File: config.mk
export PLATFORM = sky130hd
export DESIGN_NAME = playbus_sched_flat
export DESIGN_NICKNAME = d
export VERILOG_FILES = /design/src/rtl/playbus_sched_pkg.sv /design/src/rtl/playbus_sched_if.sv /design/src/rtl/playbus_sched_rr_arbiter.sv /design/src/rtl/playbus_sched.sv /design/src/flat_wrapper.sv
export SDC_FILE = /design/constraint.sdc
export NUM_CORES = 1
export LEC_CHECK = 0
export CELL_PAD_IN_SITES_DETAIL_PLACEMENT = 1
export CELL_PAD_IN_SITES_GLOBAL_PLACEMENT = 1
export CORE_UTILIZATION = 33
export DETAILED_ROUTE_END_ITERATION = 6
export GPL_ROUTABILITY_DRIVEN = 1
export PLACE_DENSITY = 0.81
export SYNTH_ARGS = -nofsm -noshare
export SYNTH_HDL_FRONTEND = slang
export SYNTH_HIERARCHICAL = 1
export SYNTH_SLANG_ARGS = --single-unit
File: constraint.sdc
create_clock -name i_ck2hz -period 3.7 [get_ports i_ck2hz]
set_input_delay 0.555 -clock i_ck2hz [delete_from_list [all_inputs] [get_ports i_ck2hz]]
set_output_delay 0.555 -clock i_ck2hz [all_outputs]
set_load 0.01 [all_outputs]
File: src/rtl/playbus_sched_pkg.sv
// playbus_pkg: shared states, function codes and source/sink decode for the PlayBus scheduler
// Ports: none (package)
package playbus_pkg;
    typedef enum logic [1:0] {IDLE = 2'd0, SETUP = 2'd1, WRITE = 2'd2, HOLD = 2'd3} state_t;
    typedef enum logic [1:0] {SRC_ROM, SRC_RAM, SRC_SW} src_t;
    typedef enum logic [1:0] {SNK_NONE, SNK_RAM, SNK_LED} sink_t;
    localparam logic [2:0] F_ROM_BUS = 3'd0;
    localparam logic [2:0] F_RAM_BUS = 3'd1;
    localparam logic [2:0] F_SW_BUS  = 3'd2;
    localparam logic [2:0] F_SW_RAM  = 3'd3;
    localparam logic [2:0] F_ROM_RAM = 3'd4;
    localparam logic [2:0] F_SW_LED  = 3'd5;
    localparam logic [2:0] F_ROM_LED = 3'd6;
    localparam logic [2:0] F_RAM_LED = 3'd7;
    function automatic src_t src_of(input logic [2:0] f);
        return (f == F_RAM_BUS || f == F_RAM_LED) ? SRC_RAM :
               (f == F_SW_BUS || f == F_SW_RAM || f == F_SW_LED) ? SRC_SW : SRC_ROM;
    endfunction
    function automatic sink_t sink_of(input logic [2:0] f);
        return (f == F_SW_RAM || f == F_ROM_RAM) ? SNK_RAM :
               (f == F_SW_LED || f == F_ROM_LED || f == F_RAM_LED) ? SNK_LED : SNK_NONE;
    endfunction
endpackage

File: src/rtl/playbus_sched_if.sv
// playbus_sched_if: requester handshake and PlayBus control lines
// master: requesters (drive req/req_func/req_add); slave: scheduler (drives grants, bus lines, state)
interface playbus_sched_if #(parameter int NREQ = 2);
    logic [NREQ-1:0]   req;
    logic [3*NREQ-1:0] req_func;
    logic [4*NREQ-1:0] req_add;
    logic [NREQ-1:0]   gnt;
    logic [NREQ-1:0]   done;
    logic [3:0]        add;
    logic              n_romo;
    logic              n_ramo;
    logic              n_swben;
    logic              n_ramw;
    logic              ledltch;
    logic [1:0]        st;
    modport master (output req, req_func, req_add,
                    input gnt, done, add, n_romo, n_ramo, n_swben, n_ramw, ledltch, st);
    modport slave  (input req, req_func, req_add,
                    output gnt, done, add, n_romo, n_ramo, n_swben, n_ramw, ledltch, st);
endinterface

File: src/rtl/playbus_sched_rr_arbiter.sv
// rr_arbiter: combinational round-robin pick of the first request after i_ptr
// Ports: i_req requests, i_ptr last winner, o_gnt one-hot winner, o_idx winner index, o_valid any request
module rr_arbiter #(
    parameter int N = 2,
    localparam int PW = N > 1 ? $clog2(N) : 1
) (
    input  logic [N-1:0]  i_req,
    input  logic [PW-1:0] i_ptr,
    output logic [N-1:0]  o_gnt,
    output logic [PW-1:0] o_idx,
    output logic          o_valid
);
    logic [PW-1:0] w_j;
    // scan farthest-to-nearest so the nearest asserted request is written last
    always_comb begin
        o_idx = '0;
        o_valid = 1'b0;
        w_j = '0;
        for (int k = N; k >= 1; k--) begin
            w_j = PW'((int'(i_ptr) + k) % N);
            if (i_req[w_j]) begin
                o_idx = w_j;
                o_valid = 1'b1;
            end
        end
        o_gnt = o_valid ? (N'(1) << o_idx) : '0;
    end
endmodule

File: src/rtl/playbus_sched.sv
// playbus_sched: round-robin PlayBus scheduler running setup/write/hold transfers
// Ports: i_ck2hz clock, i_clr async active-high reset, io_bus requester handshake and bus control lines
module playbus_sched
    import playbus_pkg::*;
#(
    parameter int NREQ = 2
) (
    input logic             i_ck2hz,
    input logic             i_clr,
    playbus_sched_if.slave  io_bus
);
    localparam int PW = NREQ > 1 ? $clog2(NREQ) : 1;
    state_t        r_st, w_nxt;
    logic [2:0]    r_func;
    logic [3:0]    r_add;
    logic [NREQ-1:0] r_gnt, r_done, w_win;
    logic          r_ramw, r_ledltch, w_ramw, w_ledltch;
    logic [PW-1:0] r_ptr, w_idx;
    logic          w_valid, w_own, w_grant, w_act;
    src_t          w_src;
    sink_t         w_sink;

    rr_arbiter #(.N(NREQ)) u_arb (
        .i_req  (io_bus.req),
        .i_ptr  (r_ptr),
        .o_gnt  (w_win),
        .o_idx  (w_idx),
        .o_valid(w_valid)
    );

    assign w_own   = |(io_bus.req & r_gnt);
    assign w_grant = (r_st == IDLE) && w_valid;
    assign w_src   = src_of(r_func);
    assign w_sink  = sink_of(r_func);
    assign w_act   = r_st != IDLE;

    always_comb begin
        w_nxt = r_st;
        w_ramw = 1'b0;
        w_ledltch = 1'b0;
        case (r_st)
            IDLE:  w_nxt = w_valid ? SETUP : IDLE;
            SETUP: begin
                // a requester that already released its REQ aborts before any write
                w_nxt = !w_own ? IDLE : (w_sink == SNK_NONE) ? HOLD : WRITE;
                w_ramw = w_own && w_sink == SNK_RAM;
                w_ledltch = w_own && w_sink == SNK_LED;
            end
            WRITE: w_nxt = HOLD;
            HOLD:  w_nxt = w_own ? HOLD : IDLE;
            default: w_nxt = IDLE;
        endcase
    end

    always_ff @(posedge i_ck2hz or posedge i_clr) begin
        if (i_clr) r_st <= IDLE;
        else r_st <= w_nxt;
    end

    always_ff @(posedge i_ck2hz or posedge i_clr) begin
        if (i_clr) begin
            r_gnt <= '0;
            r_done <= '0;
            r_add <= '0;
            r_func <= '0;
            r_ramw <= 1'b0;
            r_ledltch <= 1'b0;
            r_ptr <= PW'(NREQ - 1);
        end else begin
            r_ramw <= w_ramw;
            r_ledltch <= w_ledltch;
            r_done <= (w_nxt == HOLD) ? r_gnt : '0;
            if (w_grant) begin
                r_gnt <= w_win;
                r_ptr <= w_idx;
                r_func <= io_bus.req_func[3*w_idx +: 3];
                r_add <= io_bus.req_add[4*w_idx +: 4];
            end else if (w_nxt == IDLE) begin
                r_gnt <= '0;
                r_add <= '0;
            end
        end
    end

    assign io_bus.gnt     = r_gnt;
    assign io_bus.done    = r_done;
    assign io_bus.add     = r_add;
    assign io_bus.st      = r_st;
    assign io_bus.n_romo  = !(w_act && w_src == SRC_ROM);
    assign io_bus.n_ramo  = !(w_act && w_src == SRC_RAM);
    assign io_bus.n_swben = !(w_act && w_src == SRC_SW);
    assign io_bus.n_ramw  = !r_ramw;
    assign io_bus.ledltch = r_ledltch;
endmodule

File: src/flat_wrapper.sv
// flat-port wrapper written by rule: the top's interface ports become plain ports
module playbus_sched_flat import playbus_pkg::*;
#(
    parameter int NREQ = 2
)
  (i_ck2hz, i_clr, io_bus_req, io_bus_req_func, io_bus_req_add, io_bus_gnt, io_bus_done, io_bus_add, io_bus_n_romo, io_bus_n_ramo, io_bus_n_swben, io_bus_n_ramw, io_bus_ledltch, io_bus_st);
  playbus_sched_if #(.NREQ(NREQ)) io_bus_i ();
  input logic i_ck2hz;
  input logic i_clr;
  input wire logic [$bits(io_bus_i.req)-1:0] io_bus_req;
  input wire logic [$bits(io_bus_i.req_func)-1:0] io_bus_req_func;
  input wire logic [$bits(io_bus_i.req_add)-1:0] io_bus_req_add;
  output wire logic [$bits(io_bus_i.gnt)-1:0] io_bus_gnt;
  output wire logic [$bits(io_bus_i.done)-1:0] io_bus_done;
  output wire logic [$bits(io_bus_i.add)-1:0] io_bus_add;
  output wire logic [$bits(io_bus_i.n_romo)-1:0] io_bus_n_romo;
  output wire logic [$bits(io_bus_i.n_ramo)-1:0] io_bus_n_ramo;
  output wire logic [$bits(io_bus_i.n_swben)-1:0] io_bus_n_swben;
  output wire logic [$bits(io_bus_i.n_ramw)-1:0] io_bus_n_ramw;
  output wire logic [$bits(io_bus_i.ledltch)-1:0] io_bus_ledltch;
  output wire logic [$bits(io_bus_i.st)-1:0] io_bus_st;
  assign io_bus_i.req = io_bus_req;
  assign io_bus_i.req_func = io_bus_req_func;
  assign io_bus_i.req_add = io_bus_req_add;
  assign io_bus_gnt = io_bus_i.gnt;
  assign io_bus_done = io_bus_i.done;
  assign io_bus_add = io_bus_i.add;
  assign io_bus_n_romo = io_bus_i.n_romo;
  assign io_bus_n_ramo = io_bus_i.n_ramo;
  assign io_bus_n_swben = io_bus_i.n_swben;
  assign io_bus_n_ramw = io_bus_i.n_ramw;
  assign io_bus_ledltch = io_bus_i.ledltch;
  assign io_bus_st = io_bus_i.st;
  playbus_sched #(.NREQ(NREQ)) u_core (.i_ck2hz(i_ck2hz), .i_clr(i_clr), .io_bus(io_bus_i));
endmodule
==> results.ini, run 1 <==
[status]
outcome = finished, final reports clean

[synth]
synth_area_leader_cell = dfrtp_1
synthTopCellsByArea = dfrtp_1 (48%), mux2i_1 (8.9%), o2bb2ai_1 (4.5%), nor2_1 (3.8%), dfstp_2 (3.3%)
syn_area_per_cell_um2 = 11.0
postSynthCellCount = 71
syn_nets = 89
async_flop_share_pct = 100
synth-seq-cells = 16
yosysSeqAreaShare_pct = 51.2
synth.cell_area_um2 = 785
synth-main-ff-cell = dfrtp_1
synth_edf_count = 0
synth_top_area_share_pct = 47.8
synth_cell_types = 25
yosys_warnings = 6

[cells_and_area]
fillerInstances = 258
final_cells = 134
area_growth_pct = 48.8
nNetsFinal = 125
drive_gt1_share_pct = 11.3
finish.utilization_pct = 52.3
postLayoutCellArea_um2 = 1170
antennaDiodeCount = 0

[placement]
place.detailed.instances = 130
place_ws_ns = 1.61
dp.final_hpwl_um = 1480
postPlaceCellArea_um2 = 1130
gp_congestion = 0.675
portBuffers = 32

[sta]
fin_skew_ns = 0.00191
maxSlewHeadroom_pct = 59.4
maxSlewViolCount = 0
setup_slack_ns = 1.25
hold_slack_ns = 0.511
hold_viol = 0
tns_ns = 0
period_needed_ns = 2.45
tightest_slew_ns = 0.608
max_clock_freq_ghz = 0.408
rsz0062_at_grt = false
min_period_over_period_pct = 66.2
setup_viol = 0

[detailed_routing]
drc_errors = 0
ant_nets = 0
vias = 686
first_pass_iters = 4
drt_iter0_drc = 5
wirelength_um = 1990
drt-wirelength-per-cell_um = 14.8
viasPerCell = 5.12

[worst_setup_path]
critPathArrivalTime_ns = 1.89
cp_num_buf_inv = 1
crit_start = u_core/io_bus.st[0]
cp_slowest_cell = dfrtp_1
cp-start-kind = register
crit_path_max_incr_delay_ns = 0.54
crit_chain = nor2_1 > or3_1 > clkdlybuf4s50_1
cp-end-kind = output pin
reg2reg_slack_ns = 2.36
reg2regPathDepth = 3
timing.rr.end = u_core/io_bus.gnt[1]
r2r-start = u_core/io_bus.gnt[0]
critical-path-top-delay-family = simple AND/OR/NAND/NOR gates
path_max_fanout = 9
crit_end = io_bus_n_ramo
cp.required_ns = 3.14
path_class = register to output pin
path_depth = 3

[global_routing]
grt_max_degree = 17
overflow = 0
grt_pass1_wl_um = 3260
grt_antenna_before_repair = 0
grt_pass1_vias = 728
grt.total_usage_pct = 18.0

[worst_hold_path]
holdPathStages = 1
hold_class = register to register

[power]
p_leak_nw = 0.490
p_total_uw = 866
vdd_drop_max_uv = 320
p_per_area_nw_per_um2 = 742

[clocking]
cts_max_path_buffers = 2
worstSkewPairLatency_ns = 0.29
cts_resized = 0
h-tree-depth = 1
cts.root.buffer_cell = clkbuf_4
ctsHoldBuffers = 0
cts-buffers-inserted = 3
cts.clk_slew.worst_paths_ns = 0.10
clock_sinks = 16
post_cts_buffers = 0
cts_tree = yes

[run]
maxCapViolCount = 0

[floorplanning]
die_h_um = 50.8
rows = 17
die_w_um = 50.8
die_area_um2 = 2580
ios = 33
core-area_um2 = 2230
start_util_pct = 35.1

[worst min-delay path by stage]
stage                                     from                    to  slack (ns)
after CTS                 u_core/io_bus.add[2]  u_core/io_bus.add[2]        0.52
after global placement    u_core/io_bus.add[3]  u_core/io_bus.add[3]        0.48
after global routing      u_core/io_bus.add[2]  u_core/io_bus.add[2]        0.54
after detailed placement  u_core/io_bus.add[2]  u_core/io_bus.add[2]        0.49
final                     u_core/io_bus.add[2]  u_core/io_bus.add[2]        0.51
after floorplan                          i_clr  u_core/io_bus.add[0]        0.47
[cells in the mapped netlist, types with 2 or more instances]
master,n
dfrtp_1,15
o21ai_0,2
nand2_1,3
a21boi_0,3
nor2_1,8
o22ai_1,2
o2bb2ai_1,4
a21oi_1,4
nor3b_1,3
a22o_2,2
mux2i_1,7
inv_1,4
or3_1,2
[layout by cell type (no fill, tap or decap), types with 3 or more instances in the layout]
cell type | Yosys | routed
clkdlybuf4s50_1 | 0 | 32
dfrtp_1 | 15 | 15
nor2_1 | 8 | 8
mux2i_1 | 7 | 7
a21oi_1 | 4 | 4
o2bb2ai_1 | 4 | 4
inv_1 | 4 | 4
clkbuf_4 | 0 | 3
nand2_1 | 3 | 3
nor3b_1 | 3 | 3
a21boi_0 | 3 | 3
[area by class of cell]
class                      instances  area (um2)  share of cell area (%)
tap                               28        35.0                    3.00
timing repair buffer              33         328                    28.1
inverter                           4        15.0                    1.29
clock buffer                       4        36.3                    3.11
multi-input combinational         49         352                    30.1
sequential                        16         402                    34.4
[flip-flops by register name, indices dropped and copies added (netlist names)]
name / cells
u_core/io_bus.add: 4
u_core/r_func: 3
u_core/io_bus.done: 2
u_core/io_bus.gnt: 2
u_core/io_bus.st: 2
u_core/io_bus.ledltch: 1
u_core/r_ptr: 1
u_core/r_ramw: 1
[cell families after synthesis]
kind of cell / after synthesis / synth area share (%)
compound gates: 20 / 18.2
simple gates: 21 / 15.8
mux: 8 / 10.8
flops: 16 / 51.2
buf+inv: 6 / 3.99
[where the power goes]
| part | internal (mW) | switching [mW] |
|---|---|---|
| logic | 0.227 | 0.193 |
| registers | 0.243 | 0.0837 |
| clock network | 0.0599 | 0.0597 |
[worst reg2reg max path, stage by stage, from the launching register on]
cell and delay (ns):
dfrtp_1 0.42, a22oi_1 0.38, a21oi_2 0.20, a22o_2 0.24
[per-layer routing]
layer  GRT usage (%)  vias to the layer above  wire length, um
met5               0                        -                0
met4            8.33                        0               13
met3            3.64                        2               96
met2            33.3                       30             1080
met1            19.3                      329              794
li1                -                      325                -
(Power assumes the default switching activity.)
==> run 2: changes to the inputs <==
CORE_UTILIZATION = 28   (was 33)
PLACE_DENSITY = 0.73   (was 0.81)
clock period = 2.15 ns   (was 3.7 ns; I/O delays follow)
==> run 2 against run 1 <==
  * Utilization down 6.7 points
  * Highest routed layer unchanged
  * Clock-buffer cell count stayed put
  * Critical path depth did not move
  * Sequential power increased by 66%
  * Final area increased by 0.21%
  * Combinational power grew 78%
  * Cell count up 2.2%
  * Power rose by 68%
  * Clock skew is 0.0045 ns higher
  * Wire length decreased by 4.8%
  * Via count rose by 0.58%
==> results.ini, run 2 (synthesis results as in run 1) <==
[status]
outcome = finished, final reports clean

[detailed_routing]
maxUsedRoutingLayer = met4
dr_wl_met2_um = 951
viasPerCell = 5.04
route.met3.wl_um = 99
vias = 690
drt_iter0_drc = 1
drt-wirelength-per-cell_um = 13.8
m1WireLength_um = 822
first_pass_iters = 2
ant_nets = 0
wirelength_um = 1890
drc_errors = 0

[sta]
setup_viol = 0
maxSlewViolCount = 0
setup_slack_ns = 0.0854
min_period_over_period_pct = 96.0
period_needed_ns = 2.06
hold_viol = 0
tns_ns = 0
tightest_slew_ns = 0.593
max_clock_freq_ghz = 0.484
rsz0062_at_grt = false
fin_skew_ns = 0.00643
hold_slack_ns = 0.392
maxSlewHeadroom_pct = 60.4

[global_routing]
grt_pass1_wl_um = 3210
overflow = 0
grt_max_degree = 17
grt_pass1_vias = 702
grt.total_usage_pct = 15.4
grt_antenna_before_repair = 0

[floorplanning]
die_area_um2 = 3020
die_h_um = 54.9
rows = 18
core-area_um2 = 2570
die_w_um = 54.9
ios = 33
start_util_pct = 30.6

[power]
p_per_area_nw_per_um2 = 1240
p_total_mw = 1.45
vdd_drop_max_uv = 567
p_leak_nw = 0.487

[clocking]
cts.root.buffer_cell = clkbuf_4
h-tree-depth = 1
cts.clk_slew.worst_paths_ns = 0.09
cts_max_path_buffers = 2
worstSkewPairLatency_ns = 0.28
clock_sinks = 16
cts-buffers-inserted = 3
cts_tree = yes

[cells_and_area]
area_growth_pct = 49.1
final_cell_mix = clkdlybuf4s50_1 (32), dfrtp_1 (13), nor2_1 (8)
nNetsFinal = 126
final_cells = 137
finish.utilization_pct = 45.6
postLayoutCellArea_um2 = 1170
layout_commonest_cell = clkdlybuf4s50_1
largest_register_ffs = 4
fillerInstances = 301
antennaDiodeCount = 0
drive_gt1_share_pct = 13.1

[worst_setup_path]
reg2regPathDepth = 3
cp-end-kind = output pin
reg2reg_slack_ns = 0.78
critPathArrivalTime_ns = 1.74
crit_start = u_core/r_func[1]
path_max_fanout = 7
cp-start-kind = register
path_class = register to output pin
r2r-start = u_core/io_bus.st[0]
timing.rr.end = u_core/r_ptr
cp.required_ns = 1.83

[run]
maxCapViolCount = 0

[placement]
portBuffers = 32
dp.final_hpwl_um = 1490
gp_congestion = 0.807
place_ws_ns = 0.280
place.detailed.instances = 133
postPlaceCellArea_um2 = 1140

[worst_hold_path]
hold_class = primary input to asynchronous set/reset pin

[run 2: cell type report]
cell class	count	area (um2)	area share, %
multi-input cells	49	352	30.1
clock buffers	4	26.3	2.25
well taps	30	37.5	3.21
inverters	4	15.0	1.28
repair buffers	34	335	28.7
flip-flops and latches	16	404	34.5
[run 2: worst max path at each step]
stage          slack, ns       endpoint  depth (start not counted)
2_1_floorplan       0.80  io_bus_n_ramo                          2
3_3_place_gp        0.36   u_core/r_ptr                          4
3_5_place_dp        0.28   u_core/r_ptr                          4
4_1_cts             0.03  io_bus_n_ramo                          3
5_1_grt             0.01  io_bus_n_ramo                          3
6_report            0.09  io_bus_n_ramo                          3
[run 2: worst max-delay path, cell delays in order (launching register included)]
cell and delay, ns:
dfrtp_2 0.45, nor2b_1 0.17, or3_1 0.35, clkdlybuf4s50_1 0.48
[run 2: what timing repair did]
item / in CTS / in global routing
setup endpoints to repair: 0 / 1
hold buffers: 0 / 0
setup buffers: 0 / 0
resized for setup: 0 / 2
[run 2: layer usage]
metal  GRT usage, %  vias to the layer above
li1               -                      328
met1           17.0                      337
met2           28.1                       23
met3           4.37                        2
met4           5.00                        0
met5              0                        -
[run 2: report_power, final]
part           internal [mW]  switching, mW
combinational          0.403          0.344
sequential             0.422          0.120
clock                 0.0720         0.0919
==> run 3: changes to the inputs <==
GPL_TIMING_DRIVEN = 0   (was unset)
==> run 3 against run 2 <==
  * Sequential share of layout area fell by 0.55 points
  * Combinational power up 3.9%
  * Sequential power is 1% higher
  * Cell count is 1.5% higher
  * Final area grew 1.6%
  * Die area stayed put
  * Critical path type unchanged
  * Critical endpoint unchanged
  * Largest cell class unchanged
==> results.ini, run 3 (synthesis results as in run 1) <==
[status]
outcome = finished, final reports clean

[placement]
gp_congestion = 0.716
place.detailed.instances = 133
dp.final_hpwl_um = 1430
portBuffers = 32
postPlaceCellArea_um2 = 1140

[power]
p_total_mw = 1.49
p_leak_nw = 0.497
p_per_area_nw_per_um2 = 1250
vdd_drop_max_uv = 588

[cells_and_area]
fillerInstances = 291
final_cells = 139
nNetsFinal = 128
layout_commonest_cell = clkdlybuf4s50_1
final_cell_mix = clkdlybuf4s50_1 (32), dfrtp_1 (13), mux2i_1 (7), nor2_1 (7)
drive_gt1_share_pct = 15.6
largest_register_ffs = 4
antennaDiodeCount = 0
register_area_um2 = 404
postLayoutCellArea_um2 = 1190
multi_input_area_um2 = 354
area_growth_pct = 51.5

[floorplanning]
die_area_um2 = 3020
die_w_um = 54.9
rows = 18
core-area_um2 = 2570
die_h_um = 54.9
start_util_pct = 30.6
ios = 33

[sta]
setup_viol = 0
maxSlewHeadroom_pct = 59.5
period_needed_ns = 2.06
tightest_slew_ns = 0.606
rsz0062_at_grt = false
min_period_over_period_pct = 95.7
maxSlewViolCount = 0
hold_viol = 0
tns_ns = 0
fin_skew_ns = 0.00388
max_clock_freq_ghz = 0.486

[worst_setup_path]
path_class = register to output pin
crit_path_max_incr_delay_ns = 0.49
cp.required_ns = 1.83
critical-path-top-delay-family = simple AND/OR/NAND/NOR gates
path_depth = 3
cp_num_buf_inv = 1
cp-start-kind = register
crit_chain = nor2b_1 > or3_1 > clkdlybuf4s50_1
cp-end-kind = output pin
critPathArrivalTime_ns = 1.73
path_max_fanout = 6
reg2regPathDepth = 3
cp_slowest_cell = clkdlybuf4s50_1

[detailed_routing]
viasPerCell = 4.97
drt-wirelength-per-cell_um = 13.5
vias = 691
drc_errors = 0
wirelength_um = 1880
m1WireLength_um = 856
maxUsedRoutingLayer = met3
dr_wl_met2_um = 922
ant_nets = 0
first_pass_iters = 3
route.met3.wl_um = 96
drt_iter0_drc = 2

[clocking]
h-tree-depth = 1
cts.clk_slew.worst_paths_ns = 0.09
worstSkewPairLatency_ns = 0.28
cts_tree = yes
cts_max_path_buffers = 2
cts-buffers-inserted = 3
cts.root.buffer_cell = clkbuf_4
clock_sinks = 16

[global_routing]
grt_max_degree = 17
grt_antenna_before_repair = 0
grt_pass1_vias = 725
overflow = 0
grt.total_usage_pct = 15.4
grt_pass1_wl_um = 3150

[worst_hold_path]
hold_class = primary input to asynchronous set/reset pin

[run]
maxCapViolCount = 0

==> run 3: through the flow <==
| stage | worst slack (ns) | hold slack, ns | utilization (%) |
|---|---|---|---|
| global placement | 0.313 | 0.485 | 44.5 |
| floorplan | 0.797 | 0.236 | - |
| CTS | 0.00426 | 0.415 | 45.5 |
| detailed placement | 0.291 | 0.488 | 44.5 |
| finish | 0.0933 | 0.399 | 46.3 |
| global route | 0.00895 | 0.456 | 46.3 |
==> run 3: what timing repair did <==
item                       4_1_cts  5_1_grt
setup endpoints to repair        0        2
hold buffers                     0        0
resized for setup                0        3
setup buffers                    0        2
==> run 3: final timing paths <==
| path | from | slack (ns) | endpoint |
|---|---|---|---|
| min | i_clr | 0.40 | u_core/io_bus.st[0] |
| min reg2reg | u_core/io_bus.add[0] | 0.51 | u_core/io_bus.add[0] |
| max in group asynchronous | i_clr | 1.32 | u_core/r_func[1] |
| max reg2reg | u_core/io_bus.st[0] | 0.82 | u_core/r_ptr |
| max | u_core/r_func[1] | 0.09 | io_bus_n_ramo |
| min in group i_ck2hz | u_core/io_bus.add[0] | 0.51 | u_core/io_bus.add[0] |
==> run 3: where the power goes <==
group          switching (mW)  total [mW]  leakage (nW)  internal (mW)
Sequential              0.126       0.548         0.200          0.422
Clock                  0.0938       0.166        0.0150         0.0720
Combinational           0.346       0.776         0.282          0.431
==> run 3: cell type report <==
type / count / area share [%]
Multi-Input combinational cell: 49 / 29.8
Inverter: 4 / 1.26
Sequential cell: 16 / 34.0
Tap cell: 30 / 3.16
Buffer: 2 / 1.37
Clock buffer: 4 / 2.21
Timing Repair Buffer: 34 / 28.2
==> run 3: metal layers <==
layer  global-route usage (%)  vias up
met5                        0        -
met4                     3.75        0
met3                     4.92        0
met2                     27.3       23
met1                     17.9      336
li1                         -      332
